### src/rtl/d_cache_param_pkg.sv
// d_cache_param_pkg: shared types and constants for the far-memory controller
package d_cache_param_pkg;
   localparam int FM_Q_DEPTH_DEFAULT = 4;
   localparam int MEM_BEATS_IN_CL = 4;
   localparam logic [1:0] LAST_BEAT = 2'(MEM_BEATS_IN_CL - 1);
   typedef logic [19:0] t_address;
   typedef logic [31:0] t_word;
   typedef logic [32*MEM_BEATS_IN_CL-1:0] t_cl;
   typedef enum logic [1:0] {NO_FM_REQ, FILL_REQ_OP, DIRTY_EVICT_OP} t_fm_opcode;
   typedef enum logic [2:0] {S_IDLE, S_EVICT, S_FILL_REQ, S_FILL_WAIT, S_FILL_RSP} t_fm_ctrl_state;
   typedef struct packed {
      logic       valid;
      t_fm_opcode opcode;
      t_address   address;
      t_cl        cl;
   } t_fm_req;
   typedef struct packed {
      logic     valid;
      t_address address;
      t_cl      data;
   } t_fm_rd_rsp;
   typedef struct packed {
      t_fm_opcode  opcode;
      logic [15:0] line;
      t_cl         cl;
   } t_fm_entry;
endpackage

### src/rtl/d_cache_fm_fifo.sv
// d_cache_fm_fifo: request queue with wrap-around pointers; storage is never reset
module d_cache_fm_fifo #(
   parameter int DEPTH = 4,
   parameter int WIDTH = 8
) (
   input  logic             clk,
   input  logic             rst,
   input  logic             push_i,
   input  logic [WIDTH-1:0] data_i,
   input  logic             pop_i,
   output logic [WIDTH-1:0] data_o,
   output logic             full_o,
   output logic             empty_o
);
   localparam int AW = $clog2(DEPTH);
   logic [WIDTH-1:0] mem_q [DEPTH];
   logic [AW:0] wr_q, rd_q;
   // extra pointer bit tells full from empty when the indices coincide
   assign full_o = (wr_q - rd_q) == (AW+1)'(DEPTH);
   assign empty_o = wr_q == rd_q;
   assign data_o = mem_q[rd_q[AW-1:0]];
   always_ff @(posedge clk or posedge rst)
      if (rst) begin
         wr_q <= '0;
         rd_q <= '0;
      end else begin
         if (push_i && !full_o) wr_q <= wr_q + 1'b1;
         if (pop_i && !empty_o) rd_q <= rd_q + 1'b1;
      end
   always_ff @(posedge clk)
      if (push_i && !full_o) mem_q[wr_q[AW-1:0]] <= data_i;
endmodule

### src/rtl/d_cache_fm_ctrl.sv
// d_cache_fm_ctrl: serialises cache fills/evicts into 4-beat memory transfers
// D_CACHE_FM_CNT_EN adds saturating fill_cnt/evict_cnt outputs
module d_cache_fm_ctrl
   import d_cache_param_pkg::*;
#(
   parameter int FM_Q_DEPTH = FM_Q_DEPTH_DEFAULT
) (
   input  logic       clk,
   input  logic       rst,
   input  t_fm_req    fm_req,
   output logic       fm_req_ready,
   output t_fm_rd_rsp fm_rd_rsp,
   output logic       mem_req_valid,
   input  logic       mem_req_ready,
   output logic       mem_req_wr,
   output t_address   mem_req_address,
   output t_word      mem_req_data,
   input  logic       mem_rsp_valid,
   input  t_word      mem_rsp_data
`ifdef D_CACHE_FM_CNT_EN
   ,
   output logic [15:0] fill_cnt,
   output logic [15:0] evict_cnt
`endif
);
   t_fm_ctrl_state state_q, state_d;
   logic [1:0] beat_q, rsp_cnt_q;
   logic rsp_err_q;
   logic [15:0] line_q;
   t_cl wcl_q, cl_q;
   t_fm_entry fifo_in, fifo_out;
   logic full, empty, push, pop, beat_fire, rsp_take, unused_bits;
   assign fifo_in = '{opcode: fm_req.opcode, line: fm_req.address[19:4], cl: fm_req.cl};
   assign unused_bits = ^fm_req.address[3:0];
   assign fm_req_ready = !full;
   assign push = fm_req.valid && !full && fm_req.opcode != NO_FM_REQ;
   d_cache_fm_fifo #(.DEPTH(FM_Q_DEPTH), .WIDTH($bits(t_fm_entry))) u_fifo (
      .clk(clk), .rst(rst), .push_i(push), .data_i(fifo_in), .pop_i(pop),
      .data_o(fifo_out), .full_o(full), .empty_o(empty)
   );
   assign mem_req_valid = state_q == S_EVICT || state_q == S_FILL_REQ;
   assign mem_req_wr = state_q == S_EVICT;
   assign mem_req_address = {line_q, beat_q, 2'b00};
   assign mem_req_data = wcl_q[32*beat_q +: 32];
   assign beat_fire = mem_req_valid && mem_req_ready;
   // responses may overtake the last read beat, so capture during S_FILL_REQ too
   assign rsp_take = mem_rsp_valid && (state_q == S_FILL_REQ || state_q == S_FILL_WAIT);
   assign fm_rd_rsp = (state_q == S_FILL_RSP) ? t_fm_rd_rsp'({1'b1, line_q, 4'h0, cl_q}) : '0;
   always_comb begin
      state_d = state_q;
      pop = 1'b0;
      case (state_q)
         S_IDLE: if (!empty) begin
            pop = 1'b1;
            state_d = (fifo_out.opcode == DIRTY_EVICT_OP) ? S_EVICT : S_FILL_REQ;
         end
         S_EVICT: state_d = (beat_fire && beat_q == LAST_BEAT) ? S_IDLE : S_EVICT;
         S_FILL_REQ: state_d = (beat_fire && beat_q == LAST_BEAT) ? S_FILL_WAIT : S_FILL_REQ;
         S_FILL_WAIT: state_d = (rsp_take && rsp_cnt_q == LAST_BEAT) ? S_FILL_RSP : S_FILL_WAIT;
         default: state_d = S_IDLE;
      endcase
   end
   always_ff @(posedge clk or posedge rst)
      if (rst) begin
         state_q <= S_IDLE;
         beat_q <= '0;
         rsp_cnt_q <= '0;
         rsp_err_q <= 1'b0;
      end else begin
         state_q <= state_d;
         beat_q <= beat_fire ? beat_q + 1'b1 : beat_q;
         rsp_cnt_q <= rsp_take ? rsp_cnt_q + 1'b1 : rsp_cnt_q;
         rsp_err_q <= rsp_err_q | (mem_rsp_valid && (state_q == S_IDLE || state_q == S_EVICT));
      end
   always_ff @(posedge clk) begin
      if (pop) begin
         line_q <= fifo_out.line;
         wcl_q <= fifo_out.cl;
      end
      if (rsp_take) cl_q[32*rsp_cnt_q +: 32] <= mem_rsp_data;
   end
`ifdef D_CACHE_FM_CNT_EN
   logic [15:0] fill_cnt_q, evict_cnt_q;
   logic evict_done;
   assign evict_done = state_q == S_EVICT && beat_fire && beat_q == LAST_BEAT;
   always_ff @(posedge clk or posedge rst)
      if (rst) begin
         fill_cnt_q <= '0;
         evict_cnt_q <= '0;
      end else begin
         if (state_q == S_FILL_RSP && fill_cnt_q != 16'hFFFF) fill_cnt_q <= fill_cnt_q + 1'b1;
         if (evict_done && evict_cnt_q != 16'hFFFF) evict_cnt_q <= evict_cnt_q + 1'b1;
      end
   assign fill_cnt = fill_cnt_q;
   assign evict_cnt = evict_cnt_q;
`endif
endmodule

### config.mk
export PLATFORM = sky130hd
export DESIGN_NAME = d_cache_fm_ctrl
export DESIGN_NICKNAME = d
export VERILOG_FILES = /design/src/rtl/d_cache_param_pkg.sv /design/src/rtl/d_cache_fm_fifo.sv /design/src/rtl/d_cache_fm_ctrl.sv
export SDC_FILE = /design/constraint.sdc
export NUM_CORES = 1
export LEC_CHECK = 0
export CAP_MARGIN = 0
export CORE_ASPECT_RATIO = 1.25
export CORE_MARGIN = 2
export CORE_UTILIZATION = 36
export CTS_CLUSTER_SIZE = 28
export DETAILED_ROUTE_END_ITERATION = 12
export PLACE_DENSITY = 0.6
export SLEW_MARGIN = 20
export SYNTH_ARGS = -nofsm -noshare
export SYNTH_HDL_FRONTEND = slang
export SYNTH_HIERARCHICAL = 1
export SYNTH_SLANG_ARGS = --single-unit
### constraint.sdc
create_clock -name clk -period 23.3 [get_ports clk]
set_input_delay 2.33 -clock clk [delete_from_list [all_inputs] [get_ports clk]]
set_output_delay 2.33 -clock clk [all_outputs]
set_load 0.1 [all_outputs]
==> metrics.csv <==
stage,metric,value,unit
status,outcome,"complete, no violations",
cts,clk buf depth,3,
critical_path,Reg2Reg Launch Point,u_fifo/rd_q[0],
global_routing,largest net degree at the start of global routing,146,
power,Sw Share,35.1,%
floorplanning,I/O pin count,391,
logic_synthesis,register area share after synthesis,79.3,%
floorplanning,row count,123,
place,GPL Wtd Cong,0.792,
cts,clock-pin slew on the worst setup and hold paths,0.06,ns
detailed_routing,via count,15600,
min_path,HP Class,flip-flop to flip-flop,
logic_synthesis,Yosys cell types,39,
cts,clk_lat worst skew,0.65,ns
critical_path,crit path launch,u_fifo/rd_q[0],
floorplanning,Die Wd,274,um
logic_synthesis,cell count after synthesis,1491,
power,P_sw,1.91,mW
global_routing,GRT Overall Usage,15.1,%
critical_path,CP max stage cell,clkdlybuf4s50_1,
final_layout,final core occ,45.1,%
cts,CTS tree,done,
sta,crit share post-route,25.4,%
flow_run,max_cap viols,0,
final_layout,post-layout net count,2098,
floorplanning,die area,93600,um^2
global_routing,gr ovfl total,0,
sta,Tmin final,5.92,ns
final_layout,most frequent cells in the layout,"edfxtp_1 (856), clkdlybuf4s50_1 (379), mux4_2 (178)",
final_layout,Area Overhead vs Synth,23.8,%
cts,Root Buffer,clkbuf_16,
detailed_routing,Iter 0 DRT Violations,1084,
final_layout,share of cells above drive strength 1,18.0,%
cts,CTS buffer count,86,
sta,max_slew headroom,23.7,%
cts,# resized after CTS,0,
critical_path,worst path required time,20.97,ns
power,VDD IR-drop max,0.000117,V
critical_path,CP Depth,6,
detailed_routing,drt wl/cell,22.5,um
sta,setup_tns,0,ns
power,Reg power frac,43.4,%
final_layout,post-route insts no fill,3157,
power,internal power,3.54,mW
power,Leak,13.6,nW
logic_synthesis,Yosys reg bits,869,
critical_path,Worst EP arrival,3.59,ns
power,Pwr Density,134,nW/um^2
global_routing,vias in the first global route,16300,
global_routing,initial antenna violation count,23,
sta,Max Transition Viols Final,0,
logic_synthesis,cell area after synthesis,32800,um^2
sta,unrepaired setup endpoints after global routing,no,
detailed_routing,DRC,0,
critical_path,crit path capture type,output pin,
critical_path,Critical Path Sink,fm_req_ready,
cts,H-tree depth,3,
logic_synthesis,Syn. warnings,6,
detailed_routing,Pre-antenna DRT Iters,5,
cts,number of setup buffers added after CTS,0,
detailed_routing,final wirelength,71.0,mm
power,Clock Power Share,24.2,%
global_routing,first-pass GRT wire length,105,mm
final_layout,"commonest non-fill, non-tap cell in the layout",edfxtp_1,
floorplanning,initial cell density of the core,36.4,%
detailed_routing,Vias/cell,4.94,
sta,FMAX,169,MHz
floorplanning,die height,342,um
floorplanning,core area,90200,um^2
critical_path,FF-to-FF path depth,9,
place,Inst Count DP,2996,
critical_path,crit-path cells,"ha_1, nor2b_1, xnor2_1, nor2_1, inv_1, clkdlybuf4s50_1",
sta,final setup fails,0,
critical_path,"delay-heaviest family, CP",buffers and inverters,
detailed_routing,Post-DRT Antenna Nets,0,
critical_path,"reg-to-reg slack, setup",19.17,ns
power,combinational power share,32.5,%
critical_path,Worst R2R End,u_fifo/mem_q[2][110],
sta,Worst Tran Pin Value,1.14,ns
place,post-DP HPWL,42.0,mm
cts,hold buffers post-CTS,0,
cts,clk sinks,869,
logic_synthesis,Mean Syn Cell Area,22.0,um^2
place,I/O Buffers,380,
critical_path,critical path type,flip-flop to output pin,
critical_path,CP Max Fanout,39,
sta,Worst Clk Skew,0.0255,ns
critical_path,"slowest stage delay, CP",1.21,ns
critical_path,Worst Setup Start Kind,flip-flop,
critical_path,worst path bufs/invs,2,
sta,Final Hold Fails,0,
[power groups by stage]
stage	clock network [mW]	registers (mW)	logic, mW
floorplan	0	2.47	1.27
global placement	0	2.39	1.80
detailed placement	0	2.41	1.81
CTS	1.36	2.38	1.82
global route	1.42	2.40	1.89
finish	1.32	2.36	1.77
[area by class of cell]
class / count / area (um^2)
Antenna cell: 4 / 10.0
Clock buffer: 102 / 2280
Clock inverter: 54 / 419
Fill cell: 7629 / 49500
Inverter: 9 / 33.8
Multi-Input combinational cell: 523 / 6340
Sequential cell: 869 / 26000
Tap cell: 1187 / 1490
Timing Repair Buffer: 409 / 4040
[cell usage after synthesis]
| master | instances | area, um^2 |
|---|---|---|
| nand2_1 | 3 | 11.3 |
| o21ai_0 | 2 | 10.0 |
| edfxtp_1 | 856 | 25700 |
| xor2_1 | 3 | 26.3 |
| buf_2 | 20 | 100 |
| nor2b_1 | 1 | 6.26 |
| o211a_1 | 2 | 20.0 |
| mux4_2 | 178 | 4010 |
| buf_4 | 23 | 173 |
| mux2_1 | 1 | 11.3 |
| nor4_1 | 1 | 6.26 |
| xor2_2 | 1 | 16.3 |
| a211oi_1 | 1 | 7.51 |
| or3_1 | 1 | 6.26 |
| and2_1 | 133 | 832 |
| ha_1 | 13 | 163 |
| a21o_1 | 1 | 7.51 |
| a21oi_1 | 3 | 15.0 |
| nand2b_1 | 2 | 12.5 |
| nand4b_1 | 1 | 8.76 |
| mux2_2 | 1 | 11.3 |
| buf_1 | 11 | 41.3 |
| inv_2 | 1 | 3.75 |
| dfrtp_1 | 13 | 325 |
| nor3_2 | 1 | 10.0 |
| nor3b_1 | 1 | 7.51 |
| and2_2 | 3 | 22.5 |
| and4b_1 | 1 | 10.0 |
| inv_1 | 8 | 30.0 |
| nor3b_2 | 4 | 50.1 |
| a31oi_1 | 1 | 6.26 |
| and3b_1 | 1 | 8.76 |
| o21a_2 | 1 | 8.76 |
| xnor2_1 | 5 | 43.8 |
| nor2_1 | 5 | 18.8 |
| conb_1 | 1 | 3.75 |
| and3_1 | 145 | 907 |
| mux2_4 | 1 | 15.0 |
| clkbuf_1 | 41 | 154 |
[kinds of logic (layout without fill, tap and decap cells)]
| logic type | count (synthesis) | after routing | synth area share, % |
|---|---|---|---|
| flip-flops | 869 | 869 | 79.3 |
| AND/OR/NAND/NOR | 303 | 303 | 5.84 |
| multiplexers | 181 | 181 | 12.3 |
| buffers and inverters | 104 | 574 | 1.53 |
| adder cells (fa/ha/maj) | 13 | 13 | 0.496 |
| AO/OA/AOI/OAI | 11 | 11 | 0.229 |
| XOR/XNOR | 9 | 9 | 0.263 |
| other | 1 | 10 | 0.0114 |
[through the flow]
| step | total power [mW] | setup slack, ns | cell area [um^2] | hold WS, ns |
|---|---|---|---|---|
| 3_5_place_dp | 4.22 | 17.88 | 37900 | 0.542 |
| 5_1_grt | 5.71 | 17.12 | 40600 | 0.582 |
| 6_report | 5.45 | 17.38 | 40600 | 0.547 |
| 4_1_cts | 5.55 | 17.24 | 40600 | 0.556 |
| 3_3_place_gp | 4.19 | 17.85 | 37900 | 0.508 |
| 2_1_floorplan | 3.75 | 4.32 | 32800 | 0.493 |
[registers in the layout, summed over array words and instances (netlist names)]
name	flops
u_fifo/mem_q	584
cl_q	128
wcl_q	128
line_q	16
state_q	3
u_fifo/rd_q	3
u_fifo/wr_q	3
beat_q	2
rsp_cnt_q	2
[layer usage]
| metal | vias up | part of all wire [%] | track usage, % |
|---|---|---|---|
| met3 | 133 | 8.5 | 4.82 |
| met2 | 514 | 49 | 24.8 |
| li1 | 6865 | - | - |
| met1 | 8053 | 40 | 19.0 |
| met5 | - | 0.34 | 0 |
| met4 | 36 | 2.2 | 4.65 |
[how the worst min path moves through the flow]
stage	end	slack [ns]	cells past startpoint	startpoint
final	u_fifo/wr_q[2]	0.55	1	u_fifo/wr_q[2]
after global routing	u_fifo/wr_q[2]	0.58	1	u_fifo/wr_q[2]
after CTS	u_fifo/rd_q[2]	0.56	1	u_fifo/rd_q[2]
after detailed placement	u_fifo/rd_q[2]	0.54	1	u_fifo/rd_q[2]
after global placement	u_fifo/wr_q[2]	0.51	1	u_fifo/wr_q[2]
after floorplan	u_fifo/wr_q[2]	0.49	1	u_fifo/wr_q[2]
(Power assumes the default switching activity.)
